File: src/rtl/velocity_cell_ctrl.sv
// rtl/velocity_cell_ctrl.sv - streams one cell's velocities from RAM to the motion-update unit and writes results back
//
// Ports:
//   clk, rst          rising-edge clock, synchronous active-high reset
//   start             one-cycle pulse, begins a pass (ignored unless idle)
//   out_stall         motion-update unit cannot take a velocity next cycle
//   wb_valid/wb_data  updated velocity returned in particle order
//   mem_*             single-port cell RAM (read data one cycle after rden)
//   vel_out(_valid)   velocity to the motion-update unit
//   particle_count    count word latched from address 0 (clamped)
//   busy, done        pass in progress / one-cycle completion pulse
//   wb_overflow       sticky: a write-back arrived when none could be taken
module velocity_cell_ctrl #(
    parameter int DATA_WIDTH   = 96,
    parameter int PARTICLE_NUM = 220,
    parameter int ADDR_WIDTH   = 8
) (
    input  logic                  clk,
    input  logic                  rst,
    input  logic                  start,
    input  logic                  out_stall,
    input  logic                  wb_valid,
    input  logic [DATA_WIDTH-1:0] wb_data,
    input  logic [DATA_WIDTH-1:0] mem_q,
    output logic [ADDR_WIDTH-1:0] mem_address,
    output logic [DATA_WIDTH-1:0] mem_data,
    output logic                  mem_rden,
    output logic                  mem_wren,
    output logic [DATA_WIDTH-1:0] vel_out,
    output logic                  vel_out_valid,
    output logic [ADDR_WIDTH-1:0] particle_count,
    output logic                  busy,
    output logic                  done,
    output logic                  wb_overflow
);

    typedef enum logic [2:0] {
        S_IDLE, S_RD_CNT, S_WAIT_CNT, S_STREAM, S_DRAIN, S_DONE
    } state_t;

    localparam logic [ADDR_WIDTH-1:0] MAX_CNT = ADDR_WIDTH'(PARTICLE_NUM - 1);

    state_t                r_state;
    state_t                w_next;
    logic [ADDR_WIDTH-1:0] r_rd_ptr;
    logic [ADDR_WIDTH-1:0] r_wr_ptr;
    logic [ADDR_WIDTH-1:0] r_count;
    logic                  r_overflow;
    logic                  r_vel_valid;

    logic [ADDR_WIDTH-1:0] w_cnt_raw;
    logic [ADDR_WIDTH-1:0] w_cnt;
    logic                  w_rd_left;
    logic                  w_wr_ok;
    logic                  w_wr_en;
    logic                  w_rd_en;
    logic                  w_wb_drop;

    assign w_cnt_raw = mem_q[ADDR_WIDTH-1:0];
    assign w_cnt     = (w_cnt_raw > MAX_CNT) ? MAX_CNT : w_cnt_raw;

    assign w_rd_left = (r_rd_ptr <= r_count);
    // A write-back is only accepted while a particle is still owed one.
    assign w_wr_ok   = ((r_state == S_STREAM) || (r_state == S_DRAIN)) && (r_wr_ptr <= r_count);
    assign w_wr_en   = wb_valid && w_wr_ok;
    // Write-back has priority on the single RAM port; the read simply slips a cycle.
    assign w_rd_en   = (r_state == S_STREAM) && !w_wr_en && !out_stall && w_rd_left;
    assign w_wb_drop = wb_valid && !w_wr_ok;

    always_comb begin
        mem_address = '0;
        if (w_wr_en) begin
            mem_address = r_wr_ptr;
        end else if (w_rd_en) begin
            mem_address = r_rd_ptr;
        end
    end

    assign mem_data       = w_wr_en ? wb_data : '0;
    assign mem_wren       = w_wr_en;
    assign mem_rden       = (r_state == S_RD_CNT) || w_rd_en;
    assign vel_out_valid  = r_vel_valid;
    assign vel_out        = r_vel_valid ? mem_q : '0;
    assign particle_count = r_count;
    assign busy           = (r_state != S_IDLE);
    assign done           = (r_state == S_DONE);
    assign wb_overflow    = r_overflow;

    always_comb begin
        w_next = r_state;
        case (r_state)
            S_IDLE:     if (start) w_next = S_RD_CNT;
            S_RD_CNT:   w_next = S_WAIT_CNT;
            S_WAIT_CNT: w_next = (w_cnt == '0) ? S_DONE : S_STREAM;
            S_STREAM: begin
                if (w_wr_en && (r_wr_ptr == r_count)) begin
                    w_next = S_DONE;
                end else if ((w_rd_en && (r_rd_ptr == r_count)) || !w_rd_left) begin
                    w_next = S_DRAIN;
                end
            end
            S_DRAIN:    if (w_wr_en && (r_wr_ptr == r_count)) w_next = S_DONE;
            S_DONE:     w_next = S_IDLE;
            default:    w_next = S_IDLE;
        endcase
    end

    always_ff @(posedge clk) begin
        if (rst) begin
            r_state     <= S_IDLE;
            r_rd_ptr    <= '0;
            r_wr_ptr    <= '0;
            r_count     <= '0;
            r_overflow  <= 1'b0;
            r_vel_valid <= 1'b0;
        end else begin
            r_state     <= w_next;
            r_vel_valid <= w_rd_en;
            if (r_state == S_WAIT_CNT) begin
                r_count  <= w_cnt;
                r_rd_ptr <= 1;
                r_wr_ptr <= 1;
            end else begin
                if (w_rd_en) r_rd_ptr <= r_rd_ptr + 1'b1;
                if (w_wr_en) r_wr_ptr <= r_wr_ptr + 1'b1;
            end
            // A dropped write-back in the same cycle as start still counts as an error.
            if ((r_state == S_IDLE) && start) r_overflow <= 1'b0;
            if (w_wb_drop) r_overflow <= 1'b1;
        end
    end

endmodule

File: config.mk
export PLATFORM = sky130hd
export DESIGN_NAME = velocity_cell_ctrl
export DESIGN_NICKNAME = d
export VERILOG_FILES = /design/src/rtl/velocity_cell_ctrl.sv
export SDC_FILE = /design/constraint.sdc
export NUM_CORES = 1
export LEC_CHECK = 0
export ABC_AREA = 1
export BUFFER_PORTS_ARGS = -buffer_cell sky130_fd_sc_hd__buf_2
export CORE_AREA = 4 4 156 158
export CTS_BUF_LIST = sky130_fd_sc_hd__clkbuf_4
export CTS_CLUSTER_DIAMETER = 40
export DETAILED_ROUTE_END_ITERATION = 6
export DIE_AREA = 0 0 160 162
export GPL_TIMING_DRIVEN = 1
export SLEW_MARGIN = 20
export SYNTH_ARGS = -nofsm -noshare
export SYNTH_HDL_FRONTEND = slang
export SYNTH_SLANG_ARGS = --single-unit
File: constraint.sdc
create_clock -name clk -period 2.5 [get_ports clk]
set_clock_uncertainty 0.05 [all_clocks]
set_input_delay 0.125 -clock clk [delete_from_list [all_inputs] [get_ports clk]]
set_output_delay 0.125 -clock clk [all_outputs]
set_load 0.005 [all_outputs]
==> out/metrics.cfg <==
[synth]
synth_compound_area_frac=0.0935
synth_area_leader_cell=inv_1
synth_xor_area_frac=0.0227
synth.net_count=886
synth_cell_type_count=37
synth_top_family_by_area=simple AND/OR/NAND/NOR gates
synth_seq_cells=29
muxShareOfSynthArea=0
yosysSeqAreaShare=0.167
synth-adder-area-share=0.0650
synth_edf_count=0
synthTopCellsByCount=inv_1, nand2_1, nor2_1
synth.most_common_cell=inv_1
synthArstFlopShare=0
synth_warnings=0
netlist_instances=671
synthFlopType=dfxtp_1
syn_avg_cell_area_um2=5.17
synth_top_area_frac=0.258
syn_area_mm2=0.00347
synthSimpleGateAreaFrac=0.351
ys_top_cells_by_area=inv_1, dfxtp_1, nand2_1

[global_routing]
grtUsageMet3=0.0447
grt_start_max_net_pins=98
grt_pass1_wl_um=29000
grt.total_usage=0.139
top_usage_layer=met2
use_met2=0.256
grt_pass1_vias=5076
antenna_found_initial=5
use_met1=0.161
grt_overflow=0

[critical_path]
regToRegSetupSlack_ns=0.30
required_ns=2.33
crit_type=flop to output pin
cpMaxStageDelayCell=dfxtp_2
r2r_cells=13
critPathLaunch=particle_count[4]$_SDFFE_PP0P_
arrival_ns=2.23
start_kind=flop
timing.rr.start=particle_count[4]$_SDFFE_PP0P_
crit_fanout=8
r2r-end=r_rd_ptr[2]$_SDFFE_PP0N_
crit_path_end_kind=output pin
cp_cell_sequence=inv_1, ha_1, nand2_1, nor2_4, nand4_4, nand2_4, nand3_4, clkbuf_16, buf_6, nor2_1, buf_2
critPathBufInv=4
critPathTopFamily=simple AND/OR/NAND/NOR gates
max_stage_delay_ns=0.35

[clock_network]
cts.sinks=29
clk_path_buf_depth=2
cts_tree=done
clock_latency_ns=0.34
cts-buffers-inserted=5
clkTransAtPathRegs_ns=0.11
root_buffer=clkbuf_4
holdBufCountCts=0
ctsHtreeMaxLevel=2

[finish]
num-nets-final=1305
final_util=0.279
fin_cells=1381
syn_to_final_growth_pct=85.9
drive_gt1_frac=0.484
antenna_cells=0
design_area_mm2=0.00645

[hold_path]
worstHoldStart=rst
hold_path.class=primary input to flop
worstHoldPathCells=2
min_to=r_state[2]$_SDFFE_PP0P_

[timing]
fmax_ghz=0.416
hold_viol=0
holdWs_ns=0.0278
slew_headroom=0.380
slew_viol_final=0
timing.final.crit_period_ns=2.40
grt_setup_unrepaired=yes
tightest_slew_ns=0.930
fin_crit_sh=0.961
report.final.setup_viol=0

[routing]
drcViolationCount=0
drtPass1Iterations=4
vias=5475
drtIter0Drc=237
drtAntennaViolNets=0
avgRoutedWirePerCell_um=15.3
totalWireLength_um=21100
via_per_inst=3.96

[die]
pin_count=411
initial_utilization=0.150
die_area_mm2=0.0259
die_h_um=162
fp-row-count=56
die-width_um=160
core_area_mm2=0.0231

[place]
placed_cell_area_mm2=0.00581
hpwlAfterDp_um=17900
dp.cells=1350
routabilityCongestion=0.883
io_buffers=410

[power_and_ir_drop]
ir_worst_vdd_mv=0.294
leakagePower_nw=4.80
power_density_mw_per_mm2=466
p_total_mw=3.01

[run_status]
status=finished, final reports clean

[flow_run]
max_cap_viol_count=0

## cell families (layout without fill, tap and decap cells)
kind of cell	Yosys count	in the layout
and+or+nand+nor	295	297
buffers and inverters	266	684
DFF	29	29
adders and majority gates	18	18
xor gates and xnor gates	9	9
AOI/OAI and AO/OA	54	54
## timing repair
| action | 4_1_cts | 5_1_grt |
|---|---|---|
| setup buffers | 6 | 8 |
| gates resized for setup | 2 | 77 |
| setup endpoints to repair | 61 | 87 |
| gates cloned | 0 | 10 |
| pin swaps | 1 | 9 |
## how the worst max path moves through the flow
| stage | slack (ns) | depth (start not counted) | to |
|---|---|---|---|
| after floorplan | 0.64 | 10 | mem_data[65] |
| after global placement | 0.31 | 12 | r_state[2]$_SDFFE_PP0P_ |
| after detailed placement | 0.26 | 13 | mem_address[3] |
| after CTS | -0.03 | 12 | mem_data[56] |
| after global routing | -0.04 | 14 | mem_data[41] |
| final | 0.1 | 11 | mem_data[75] |
## layer usage
layer | part of all wire | up-vias | wire length, µm
met4 | 0.017 | 10 | 353
met1 | 0.38 | 2416 | 8080
met5 | 0.0032 | - | 68
met3 | 0.098 | 27 | 2080
met2 | 0.50 | 289 | 10500
li1 | - | 2733 | -
## worst reg2reg max path, cell delays in order (launching register included)
cell and delay, ns:
dfxtp_2 0.35, inv_1 0.06, ha_1 0.27, nand2_1 0.08, nor2_4 0.14, nand2_1 0.08, nand2_2 0.07, nand2_4 0.09
nand3_4 0.13, nand3_2 0.18, buf_4 0.19, buf_4 0.15, nor3_1 0.17, nor3b_2 0.07
## per-stage QoR
stage | setup TNS (ns) | worst slack [ns]
3_3_place_gp | 0 | 0.312
5_1_grt | -0.387 | -0.0386
3_5_place_dp | 0 | 0.258
6_report | 0 | 0.0966
4_1_cts | -0.0799 | -0.0322
2_1_floorplan | 0 | 0.644
## layout by cell type, fill, tap and decap left out, drive strengths merged
cell type  instances
buf              430
clkbuf            11
o32ai              2
and3               1
nor3               8
a31oi              5
o21ai             13
o31ai              1
bufinv             2
nor2             121
a211oi             3
inv              239
ha                18
a21o               1
nand3             10
xor2               9
nand4              4
o22ai              8
or2                1
nand2            146
a21oi             21
nor3b              2
clkinv             2
nor4               4
dfxtp             29
## flip-flops by register name (all words and copies together), names as in the netlist
signal          cells
particle_count      8
r_rd_ptr            8
r_state             3
r_wr_ptr            8
vel_out_valid       1
wb_overflow         1
## report_power, final
part           total (mW)  internal (mW)  switching (mW)
combinational        1.88          0.817            1.07
clock               0.498          0.310           0.188
sequential          0.626          0.540          0.0858
## final cells by class
class / instances / area (µm²)
timing repair buffer: 436 / 2410
sequential: 29 / 604
clock inverter: 3 / 65.1
multi-input combinational: 378 / 2070
inverter: 240 / 902
clock buffer: 5 / 37.5
fill: 2630 / 16700
tap: 290 / 363
Power figures use the tool's default switching activity.
